==> src/rtl/pad_attr_pkg.sv <==
// Shared types and the per-pad-type WARL mask for the pad attribute controller.
package pad_attr_pkg;

    localparam int unsigned MaxAttrDw = 64;

    typedef enum logic [2:0] {
        PAD_FULL    = 3'd0,
        PAD_GENERIC = 3'd1,
        PAD_XILINX  = 3'd2
    } pad_type_e;

    typedef enum logic [1:0] {
        ST_IDLE  = 2'd0,
        ST_CHECK = 2'd1,
        ST_GAP   = 2'd2,
        ST_FIN   = 2'd3
    } sweep_state_e;

    // Bits a given pad implementation actually stores; reserved types store nothing.
    function automatic logic [MaxAttrDw-1:0] warl_mask(input logic [2:0] pad_type,
                                                       input int unsigned attr_dw);
        logic [MaxAttrDw-1:0] ones;
        ones = {MaxAttrDw{1'b1}} >> (MaxAttrDw - attr_dw);
        case (pad_type)
            PAD_FULL:    return ones;
            PAD_GENERIC: return ones & MaxAttrDw'(64'h1);
            PAD_XILINX:  return ones & MaxAttrDw'(64'h1F);
            default:     return '0;
        endcase
    endfunction

endpackage

==> src/rtl/pad_attr_sweep_fsm.sv <==
// Commit sweep sequencer: walks pads in order, spacing changed pads by ApplyGap cycles.
module pad_attr_sweep_fsm
    import pad_attr_pkg::*;
#(
    parameter  int unsigned NDioPads = 24,
    parameter  int unsigned ApplyGap = 2,
    localparam int unsigned IdxW     = (NDioPads > 1) ? $clog2(NDioPads) : 1,
    localparam int unsigned GapW     = $clog2(ApplyGap) + 1
) (
    input  logic            i_clk,
    input  logic            i_rst,
    input  logic            i_commit,
    input  logic            i_diff,
    output logic            o_busy,
    output logic            o_done,
    output logic            o_apply_en_c,
    output logic [IdxW-1:0] o_apply_idx
);

    localparam logic [IdxW:0]   LastIdx = (IdxW+1)'(NDioPads - 1);
    localparam logic [GapW-1:0] GapInit = GapW'(ApplyGap - 1);

    sweep_state_e    r_state, w_state_nxt;
    logic [IdxW:0]   r_idx, w_idx_nxt;
    logic [GapW-1:0] r_gap, w_gap_nxt;
    logic            r_pend, w_pend_nxt;
    logic            r_busy, w_busy_nxt;
    logic            r_done, w_done_nxt;

    always_ff @(posedge i_clk) begin
        if (i_rst) begin
            r_state <= ST_IDLE;
            r_idx   <= '0;
            r_gap   <= '0;
            r_pend  <= 1'b0;
            r_busy  <= 1'b0;
            r_done  <= 1'b0;
        end else begin
            r_state <= w_state_nxt;
            r_idx   <= w_idx_nxt;
            r_gap   <= w_gap_nxt;
            r_pend  <= w_pend_nxt;
            r_busy  <= w_busy_nxt;
            r_done  <= w_done_nxt;
        end
    end

    always_comb begin
        w_state_nxt = r_state;
        w_idx_nxt   = r_idx;
        w_gap_nxt   = r_gap;
        w_pend_nxt  = r_pend;
        case (r_state)
            ST_IDLE: begin
                if (i_commit) begin
                    w_state_nxt = ST_CHECK;
                    w_idx_nxt   = '0;
                end
            end
            ST_CHECK: begin
                w_pend_nxt = r_pend | i_commit;
                if (i_diff && (GapInit != '0)) begin
                    w_gap_nxt   = GapInit;
                    w_state_nxt = ST_GAP;
                end else if (r_idx == LastIdx) begin
                    w_state_nxt = ST_FIN;
                end else begin
                    w_idx_nxt = r_idx + (IdxW+1)'(1);
                end
            end
            ST_GAP: begin
                w_pend_nxt = r_pend | i_commit;
                w_gap_nxt  = r_gap - GapW'(1);
                if (r_gap == GapW'(1)) begin
                    if (r_idx == LastIdx) begin
                        w_state_nxt = ST_FIN;
                    end else begin
                        w_idx_nxt   = r_idx + (IdxW+1)'(1);
                        w_state_nxt = ST_CHECK;
                    end
                end
            end
            ST_FIN: begin
                // A commit arriving in the final cycle also chains straight into a new sweep.
                if (r_pend || i_commit) begin
                    w_pend_nxt  = 1'b0;
                    w_idx_nxt   = '0;
                    w_state_nxt = ST_CHECK;
                end else begin
                    w_state_nxt = ST_IDLE;
                end
            end
            default: w_state_nxt = ST_IDLE;
        endcase
    end

    always_comb begin
        o_apply_en_c = (r_state == ST_CHECK) && i_diff;
        w_done_nxt   = (w_state_nxt == ST_FIN);
        w_busy_nxt   = (w_state_nxt == ST_CHECK) || (w_state_nxt == ST_GAP) ||
                       ((w_state_nxt == ST_FIN) && w_pend_nxt);
    end

    assign o_busy      = r_busy;
    assign o_done      = r_done;
    assign o_apply_idx = r_idx[IdxW-1:0];

endmodule

==> src/rtl/pad_attr_ctrl.sv <==
// Staged/active pad attribute storage with WARL masking and a gap-paced commit sweep.
module pad_attr_ctrl
    import pad_attr_pkg::*;
#(
    parameter  int unsigned NDioPads = 24,
    parameter  int unsigned AttrDw   = 13,
    parameter  logic [2:0]  PadType  = 3'b001,
    parameter  int unsigned ApplyGap = 2,
    localparam int unsigned IdxW     = (NDioPads > 1) ? $clog2(NDioPads) : 1
) (
    input  logic                       clk_i,
    input  logic                       rst_i,
    input  logic                       wr_req_i,
    output logic                       wr_gnt_o,
    input  logic [IdxW-1:0]            wr_idx_i,
    input  logic [AttrDw-1:0]          wr_data_i,
    input  logic [IdxW-1:0]            rd_idx_i,
    output logic [AttrDw-1:0]          rd_data_o,
    input  logic                       commit_i,
    output logic                       busy_o,
    output logic                       done_o,
    output logic [NDioPads*AttrDw-1:0] attr_o,
    output logic [AttrDw-1:0]          warl_mask_o
);

    localparam logic [AttrDw-1:0] WarlMask = AttrDw'(warl_mask(PadType, AttrDw));
    localparam logic [IdxW:0]     NPads    = (IdxW+1)'(NDioPads);

    logic [AttrDw-1:0] r_staged [NDioPads];
    logic [AttrDw-1:0] r_active [NDioPads];

    logic            w_busy;
    logic            w_done;
    logic            w_apply_en;
    logic [IdxW-1:0] w_apply_idx;
    logic            w_diff;
    logic            w_wr_in_range;
    logic            w_rd_in_range;

    assign w_wr_in_range = ({1'b0, wr_idx_i} < NPads);
    assign w_rd_in_range = ({1'b0, rd_idx_i} < NPads);
    assign w_diff        = (r_staged[w_apply_idx] != r_active[w_apply_idx]);

    assign wr_gnt_o    = wr_req_i & ~w_busy;
    assign rd_data_o   = w_rd_in_range ? r_staged[rd_idx_i] : '0;
    assign warl_mask_o = WarlMask;
    assign busy_o      = w_busy;
    assign done_o      = w_done;

    // Out-of-range writes are accepted so the requester never stalls on a bad index.
    always_ff @(posedge clk_i) begin
        if (rst_i) begin
            for (int k = 0; k < int'(NDioPads); k++) r_staged[k] <= '0;
        end else if (wr_gnt_o && w_wr_in_range) begin
            r_staged[wr_idx_i] <= wr_data_i & WarlMask;
        end
    end

    always_ff @(posedge clk_i) begin
        if (rst_i) begin
            for (int k = 0; k < int'(NDioPads); k++) r_active[k] <= '0;
        end else if (w_apply_en) begin
            r_active[w_apply_idx] <= r_staged[w_apply_idx];
        end
    end

    for (genvar k = 0; k < int'(NDioPads); k++) begin : g_attr
        assign attr_o[k*AttrDw +: AttrDw] = r_active[k];
    end

    pad_attr_sweep_fsm #(
        .NDioPads (NDioPads),
        .ApplyGap (ApplyGap)
    ) u_sweep (
        .i_clk        (clk_i),
        .i_rst        (rst_i),
        .i_commit     (commit_i),
        .i_diff       (w_diff),
        .o_busy       (w_busy),
        .o_done       (w_done),
        .o_apply_en_c (w_apply_en),
        .o_apply_idx  (w_apply_idx)
    );

endmodule

==> config.mk <==
export PLATFORM = sky130hd
export DESIGN_NAME = pad_attr_ctrl
export DESIGN_NICKNAME = d
export VERILOG_FILES = /design/src/rtl/pad_attr_pkg.sv /design/src/rtl/pad_attr_sweep_fsm.sv /design/src/rtl/pad_attr_ctrl.sv
export SDC_FILE = /design/constraint.sdc
export NUM_CORES = 1
export LEC_CHECK = 0
export ABC_CLOCK_PERIOD_IN_PS = 3300
export BUFFER_PORTS_ARGS = -buffer_cell sky130_fd_sc_hd__buf_2
export CORE_AREA = 8 8 136 138
export DETAILED_ROUTE_END_ITERATION = 8
export DIE_AREA = 0 0 144 146
export PLACE_DENSITY = 0.84
export SYNTH_ARGS = -nofsm -noshare
export SYNTH_HDL_FRONTEND = slang
export SYNTH_SLANG_ARGS = --single-unit
==> constraint.sdc <==
create_clock -name clk_i -period 3.3 [get_ports clk_i]
set_clock_uncertainty 0.05 [all_clocks]
set_input_delay 0.165 -clock clk_i [delete_from_list [all_inputs] [get_ports clk_i]]
set_output_delay 0.165 -clock clk_i [all_outputs]
set_load 0.01 [all_outputs]
Yosys cells after proc, flatten, opt, wreduce, memory -nomap -nowiden
Memories as Yosys holds them, arrays and structs flattened. A register that Yosys moved wholly into a read port is not among the register bits.
Cells that the tools add are included.
{ "classes": {"addsub": 2, "magnitude_cmp": 2, "n_eq_ne": 14, "n_mux": 36, "n_bitwise": 3, "reduce_logical": 13} }
{ "ops": {"columns": ["operator", "count"], "rows": [
  ["two-way mux 5 bit", 6],
  ["two-way mux 6 bit", 5],
  ["two-way mux 13 bit", 2],
  ["one-hot mux 6 bit (4 select lines)", 1],
  ["two-way mux 1 bit", 13],
  ["inequality test 13 bit", 1],
  ["OR reduction 13 bit", 1],
  ["two-way mux 2 bit", 6],
  ["less-than comparator 5 bit (second input constant)", 2],
  ["equality test 2 bit (second input constant)", 4],
  ["one-hot mux 2 bit (4 select lines)", 1],
  ["adder 6 x 1 -> 6 bit (second input constant)", 1],
  ["equality test 2 x 1 -> 1 bit (second input constant)", 3],
  ["equality test 6 x 5 -> 1 bit (second input constant)", 1],
  ["inequality test 2 x 1 -> 1 bit (second input constant)", 3],
  ["inequality test 2 bit (second input constant)", 2],
  ["one-hot mux 2 bit (2 select lines)", 1],
  ["AND reduction 4 bit", 1],
  ["logical AND 1 bit", 3],
  ["logical OR 1 bit", 3],
  ["logical NOT 2 bit", 1],
  ["one-hot mux 1 bit (2 select lines)", 1],
  ["AND reduction 2 bit", 1],
  ["nonzero test 2 bit", 1],
  ["other kinds (6)", 6]
]} }
{ "totals": {"ff_bits": 13, "ramBits": 336, "inputBits": 27, "output_inout_bits": 341, "memories": 2} }
{ "memory_table": {"columns": ["memory", "depth", "word_bits", "read_ports", "rd_clocked_by_memory_dff", "write_ports", "line", "source"], "rows": [
  ["r_active", 24, 13, 25, 1, 24, "pad_attr_ctrl.sv:30", "logic [AttrDw-1:0] r_active [NDioPads];"],
  ["r_staged", 24, 1, 2, 1, 24, "pad_attr_ctrl.sv:29", "logic [AttrDw-1:0] r_staged [NDioPads];"]
]} }

Depth between registers and ports, before layout
Gate-level depths: netlist of the first run.
{ "logic_depth": {"ltp_word": 8, "depth_mapped": 13, "mapped_depth_nobuf": 11} }

Cells and area by module
From an unflattened synthesis of the first run, not the netlist that was laid out.
{ "unflattened": {"hier_cells": 757, "hier_area_um2": 7066.8} }
{ "by_module_without_submodules": {"columns": ["module", "instances", "cells_per_inst", "area_per_inst_um2", "seq_area_each_um2"], "rows": [
  ["pad_attr_ctrl", 1, 661, 6233.5, 1921.8],
  ["pad_attr_sweep_fsm", 1, 96, 833.3, 260.2]
]} }

Least setup slack after synthesis of the first run
Ideal clock, no wire load.
{ "synth_timing": {"path_kind": "reg2reg", "from": "register with a tool-made name", "to": "memory r_active[30][0] (enable)", "setup_ns": 0.293, "arrival_ns": 2.127, "required_time_ns": 2.957, "slack_ns": 0.830, "path_stages_with_launch": 12, "n_path_buf": 3, "synth_period_minus_slack_ns": 2.470, "cell_sequence": "dfxtp_1 buf_6 buf_4 mux2i_1 a22oi_1 nand3_1 nand2_1 or3_4 and2_4 nor3_4 buf_6 and3_1"} }
{ "synth_rtl": {"columns": ["element", "line"], "rows": [
  ["end, declared", "pad_attr_ctrl.sv:30"]
]} }

==> out/results.tsv, run 1 <==
stage	metric	value	unit
clocking	worst skew pair latency	0.34	ns
worst_setup_path	critical path arrival	3.25	ns
floorplan	Initial Util	0.433	
power	Tot Pwr	3400	uW
clocking	clock transition at the registers of the reported paths	0.06	ns
status	outcome	completed	
route	Vias	4481	
sta	Post-Route Setup TNS	0	ns
sta	Worst-Margin Slew	0.570	ns
synth	Mapped Cells	773	
synth	top cells by count, synth	315 x buf_4, 64 x edfxtp_1, 58 x nand2_1	
synth	area of the mapped netlist	7050	sq um
clocking	CTS max path bufs	2	
sta	crit path time final	3.09	ns
synth	Synth async-reset ratio	0	
worst_setup_path	Worst R2R Path Depth	8	
route	Post-route DRC	0	
route	Max Used Layer	met4	
synth	Post-synth EDFFs	64	
grt	vias in the first global route	4304	
synth	post-synth top area cell	buf_4	
place	port bufs	42	
route	routed length on met1	4750	um
sta	setup ws final	0.205	ns
power	power density over the cells	515	nW/um^2
finish	nets	853	
floorplan	Ports	368	
worst_setup_path	largest stage delay on the critical path	0.55	ns
sta	RSZ-0062 raised after global routing	no	
floorplan	Core Rows	47	
worst_setup_path	R2R setup slack	0.21	ns
clocking	TritonCTS clock tree	built	
place	Setup WS pre-CTS	0.305	ns
place	Final GP Congestion	0.805	
floorplan	Die Wd	144	um
finish	register area	2280	sq um
sta	Setup-failing EPs final	0	
finish	Layout area overhead	-6.43	%
worst_hold_path	Hold Crit Start	rst_i	
sta	Pins Over Slew Limit	0	
clocking	root buf cell	clkbuf_16	
worst_setup_path	start-to-end type of the worst setup path	reg -> reg	
synth	Seq/Total Area, Yosys	0.324	
worst_setup_path	crit-path cells	mux4_2 > o2111ai_1 > and4_1 > o21ai_0 > and2_4 > nor3_4 > buf_4 > and3_1	
route	Routed Wire Length	15200	um
clocking	Post-CTS Setup Bufs	0	
grt	largest net degree at the start of global routing	55	
grt	first-pass GRT wire length	22700	um
worst_hold_path	Min-Delay Path Class	in -> reg	
sta	final hold slack	0.128	ns
worst_hold_path	Hold Path Sink	u_sweep.o_done	
clocking	Inserted Clock Buffers	9	
route	First-pass DRT Iterations	5	
sta	f_max	323	MHz
worst_setup_path	reg2reg end	r_active[11][0]	
worst_setup_path	CP required	3.46	ns
finish	diodes inserted	0	
synth	Post-Synthesis Mean Instance Area	9.11	sq um
synth	Yosys warnings	0	
clocking	Post-CTS Resized	0	
floorplan	Core Footprint	16300	sq um
sta	Slew headroom	0.617	
finish	share of cells above drive strength 1	0.104	
worst_setup_path	CP startpoint kind	register	
synth	Synth top area share	0.336	
route	drt via density	4.31	
finish	# fillers	1531	
sta	Final Cycle Share	0.938	
route	post-route ant nets	0	
route	first-iteration detailed-routing DRC count	528	
synth	ys flop type	edfxtp_1	
power	worst vdd ir	541	uV
clocking	cts hold-fix bufs	0	
synth	synth unique cells	53	
clocking	H-tree depth	3	
worst_hold_path	Hold Path Depth	2	
floorplan	Die Y	146	um
run	max-capacitance violation count	0	
route	Met3 Wirelength	1620	um
sta	Hold Fails Final Rpt	0	
floorplan	die area	21000	sq um
synth	count leader, synth	buf_4	
finish	Finished Layout Cells	1040	
grt	aggregate global routing overflow	0	
synth	synth top area cells	buf_4 34%, edfxtp_1 27%, dfxtp_1 5.1%	
synth	Yosys reg bits	82	
route	DR WL met2	8560	um
route	mean routed wirelength per cell	14.6	um
finish	Multi-input gate area	3390	sq um
worst_setup_path	critical path capture point type	register	
grt	initial antenna violation count	0	
worst_setup_path	largest fanout on the critical path	16	
place	placed cell count	1024	
clocking	CTS Sinks	82	
power	Leak	0.00302	uW
place	Post-DP HPWL	12200	um
grt	Overall Global Routing Usage	0.133	
worst_setup_path	Crit-path slowest cell	dfxtp_1	
[worst max-delay path: cells and delay by family (launching register included)]
family                 cells  cell delay (ns)
AND/OR/NAND/NOR            4             1.07
AO/OA/AOI/OAI              2             0.44
multiplexers               1             0.55
buffers and inverters      1             0.28
flip-flops                 1             0.55
[report_power, final]
| part | switching, uW | internal [uW] | total, uW |
|---|---|---|---|
| clock network | 397 | 605 | 1000 |
| logic | 755 | 361 | 1120 |
| registers | 67.5 | 1210 | 1280 |
| total | 1220 | 2180 | 3400 |
[through the flow]
stage / util / cell area [sq um]
3_5_place_dp: 0.387 / 6300
4_1_cts: 0.405 / 6590
5_1_grt: 0.405 / 6590
3_3_place_gp: 0.387 / 6300
2_1_floorplan: - / 8240
6_report: 0.405 / 6590
[area by class of cell]
class | instances | area share
multi-input cells | 656 | 0.515
inverters | 15 | 0.00854
flip-flops and latches | 82 | 0.346
clock buffers | 11 | 0.0368
repair buffers | 51 | 0.0440
well taps | 220 | 0.0418
clock inverters | 5 | 0.00797
[sequential cells by signal (all words and copies together), names as in the netlist, named ones only]
| register | flops |
|---|---|
| u_sweep.o_busy | 1 |
| u_sweep.r_gap | 2 |
| u_sweep.r_idx | 6 |
| u_sweep.o_done | 1 |
| u_sweep.r_state | 2 |
| r_active | 32 |
| u_sweep.r_pend | 1 |
| r_staged | 32 |
[cell families (layout without fill, tap and decap cells)]
logic type / count (synthesis) / after routing / synth area share
other: 2 / 321 / 0.00107
AOI/OAI and AO/OA: 97 / 97 / 0.0794
buffers and inverters: 354 / 82 / 0.364
muxes: 37 / 37 / 0.0728
and+or+nand+nor: 190 / 190 / 0.139
DFF: 82 / 82 / 0.324
adders and majority gates: 11 / 11 / 0.0195
[worst max-delay path by stage]
stage / slack (ns) / endpoint / cells past startpoint / from
after floorplan: 0.83 / r_active[30][0] / 11 / register
after global placement: 0.40 / r_active[1][0] / 10 / register
after detailed placement: 0.31 / r_active[16][0] / 8 / register
after CTS: 0.25 / r_active[16][0] / 8 / register
after global routing: 0.09 / r_active[9][0] / 10 / register
final: 0.21 / r_active[11][0] / 8 / register
[placed cells by master (no fill, tap or decap), drive strengths merged, types with 16 or more instances in the layout]
cell / netlist / layout
o21ai: 55 / 55
a21oi: 18 / 18
nor2: 37 / 37
and3: 34 / 34
dfxtp: 18 / 18
buf: 322 / 51
conb: 2 / 321
mux2i: 25 / 25
nand2: 58 / 58
edfxtp: 64 / 64
inv: 14 / 16
[per-layer routing]
metal / vias to the layer above / global-route usage
li1: 2071 / -
met1: 2125 / 0.123
met2: 260 / 0.267
met3: 25 / 0.0279
met4: 0 / 0.0568
met5: - / 0
(Power assumes the default switching activity.)
==> run 2, diff against run 1 <==
- CORE_AREA: 8 8 136 138 -> unset
- CORE_MARGIN: unset -> 8
- CORE_UTILIZATION: unset -> 35
- DIE_AREA: 0 0 144 146 -> unset
- PLACE_DENSITY: 0.84 -> 0.72
==> run 2 against run 1 <==
  * Register-to-register slack better by 0.24 ns
  * Combinational power about the same
  * Non-clock buffer count down 1
  * Power down 2.1%
  * Sequential power about the same
  * Critical endpoint is now r_active[22][0]
  * Largest power group unchanged
  * Highest routed layer unchanged
==> out/results.tsv, run 2 (synthesis gave the netlist of run 1 again) <==
stage	metric	value	unit	change
status	outcome	completed		
sta	Worst-Margin Slew	0.602	ns	+0.0315 ns
worst_setup_path	CP required	3.45	ns	about the same
power	Power Internal	2140	uW	-1.7%
clocking	cts hold-fix bufs	0		unchanged
clocking	worst skew pair latency	0.34	ns	about the same
power	Reg power frac	0.383		+0.006
worst_setup_path	critical path capture point type	register		
place	Final GP Congestion	0.845		+5.0%
sta	Post-Route Setup TNS	0	ns	unchanged
worst_setup_path	Crit-path slowest cell	mux4_2		
sta	Final Cycle Share	0.866		-0.0718
power	Switching Fraction	0.357		-0.00230
finish	Layout area overhead	-5.81	%	
floorplan	Core Footprint	20000	sq um	+23%
clocking	CTS max path bufs	2		unchanged
grt	largest net degree at the start of global routing	55		unchanged
route	post-route ant nets	0		unchanged
route	first-iteration detailed-routing DRC count	380		-28%
route	First-pass DRT Iterations	4		-1
route	mean routed wirelength per cell	13.3	um	-9.3%
place	port bufs	42		unchanged
sta	crit path time final	2.86	ns	-0.237 ns
route	Vias	4424		-1.3%
clocking	Inserted Clock Buffers	9		unchanged
place	Post-DP Area	6350	sq um	+0.87%
power	Leak	0.00300	uW	-0.43%
route	drt via density	4.06		-5.7%
grt	vias in the first global route	3707		-14%
worst_hold_path	Min-Delay Path Class	in -> reg		
worst_setup_path	largest fanout on the critical path	28		+12
floorplan	Die Y	158	um	+8.1%
finish	Finished Cell Area	6640	sq um	+0.66%
power	Net Sw Power	1190	uW	-2.7%
worst_setup_path	CP startpoint kind	register		
finish	diodes inserted	0		unchanged
clocking	CTS Sinks	82		unchanged
clocking	clock transition at the registers of the reported paths	0.06	ns	about the same
run	max-capacitance violation count	0		unchanged
grt	aggregate global routing overflow	0		unchanged
finish	share of cells above drive strength 1	0.101		-0.00232
sta	RSZ-0062 raised after global routing	no		
floorplan	die area	24900	sq um	+19%
route	Post-route DRC	0		unchanged
sta	Hold Fails Final Rpt	0		unchanged
worst_setup_path	critical path arrival	3.01	ns	-0.24 ns
worst_setup_path	crit-path cells	buf_12 > mux4_2 > o2111ai_1 > and4_1 > o21ai_0 > and2_4 > nor3_4 > buf_4 > and3_1		
route	Routed Wire Length	14500	um	-5.0%
sta	Pins Over Slew Limit	0		unchanged
grt	initial antenna violation count	0		unchanged
clocking	TritonCTS clock tree	built		
floorplan	Initial Util	0.353		-0.0798
finish	# fillers	2037		+33%
finish	highest-count cells in the layout ignoring fill and taps	321 x conb_1, 64 x edfxtp_1, 58 x nand2_1, 55 x o21ai_0, 42 x buf_2		
worst_setup_path	largest stage delay on the critical path	0.53	ns	-0.02 ns
clocking	Post-CTS Setup Bufs	0		unchanged
floorplan	Ports	368		unchanged
power	Clk pwr share	0.284		-0.011
floorplan	Die Wd	158	um	+9.6%
grt	first-pass GRT wire length	19400	um	-15%
finish	commonest non-fill, non-tap cell in the layout	conb_1		
grt	Overall Global Routing Usage	0.0968		-0.0363
sta	Slew headroom	0.597		-0.0196
finish	biggest regs	r_active: 32 flops, r_staged: 32 flops, u_sweep.r_idx: 6 flops		
sta	f_max	350	MHz	+8.3%
floorplan	Core Rows	52		+11%
finish	nets	852		-0.12%
power	power density over the cells	501	nW/um^2	-2.7%
sta	Setup-failing EPs final	0		unchanged
power	Comb power frac	0.333		+0.005
clocking	H-tree depth	3		unchanged
power	worst vdd ir	384	uV	-29%
place	Post-DP HPWL	11500	um	-5.4%
clocking	root buf cell	clkbuf_16		
worst_setup_path	start-to-end type of the worst setup path	reg -> reg		
clocking	Post-CTS Resized	0		unchanged
==> run 2: cell types whose count changed in the layout (fill, tap and decap cells not counted), sizes merged <==
cell | previous run | this run
inv | 16 | 14
bufinv | 1 | 0
clkbuf | 11 | 14
buf | 51 | 50
==> run 2: power by group through the flow <==
stage	Clock [uW]	Combinational [uW]	Sequential, uW
final	945	1110	1270
after detailed placement	0	1080	1300
after CTS	949	1090	1280
after global routing	990	1230	1280
after global placement	0	1060	1290
after floorplan	0	1130	1290
==> run 2: stage by stage <==
| step | setup slack (ns) | instances | hold slack, ns | total power, uW | utilization |
|---|---|---|---|---|---|
| 2_1_floorplan | 0.830 | 1092 | 0.214 | 2420 | - |
| 3_3_place_gp | 0.491 | 1073 | 0.421 | 2350 | 0.318 |
| 3_5_place_dp | 0.480 | 1073 | 0.437 | 2380 | 0.318 |
| 4_1_cts | 0.466 | 1089 | 0.115 | 3310 | 0.332 |
| 5_1_grt | 0.298 | 1089 | 0.127 | 3500 | 0.332 |
| 6_report | 0.442 | 1089 | 0.126 | 3330 | 0.332 |
==> run 2: worst max-delay path: cells and delay by family, from the launching register on <==
kind / cells / cell delay (ns)
and+or+nand+nor: 4 / 0.92
muxes: 1 / 0.53
buffers and inverters: 2 / 0.49
AOI/OAI and AO/OA: 2 / 0.36
DFF: 1 / 0.35
==> run 2: path summary, 6_finish.rpt <==
kind,from,end,slack (ns),cells after the start
max,register,r_active[22][0],0.44,9
min,rst_i,u_sweep.o_busy,0.13,2
min reg2reg,u_sweep.r_gap[0],u_sweep.r_gap[0],0.44,1
max reg2reg,register,r_active[22][0],0.44,9
==> run 2: cell type report <==
class	instances	area [sq um]	area share
Clock buffer	14	274	0.0413
Timing Repair Buffer	50	283	0.0426
Sequential cell	82	2280	0.344
Clock inverter	2	10.0	0.00151
Inverter	15	56.3	0.00848
Tap cell	270	338	0.0509
Multi-Input combinational cell	656	3390	0.511
==> run 2: layer usage <==
layer / track usage / up-vias / part of all wire
met3: 0.0210 / 12 / 0.11
met4: 0.0331 / 0 / 0.0093
met2: 0.191 / 215 / 0.56
li1: - / 2076 / -
met1: 0.0974 / 2121 / 0.32
met5: 0 / - / 0
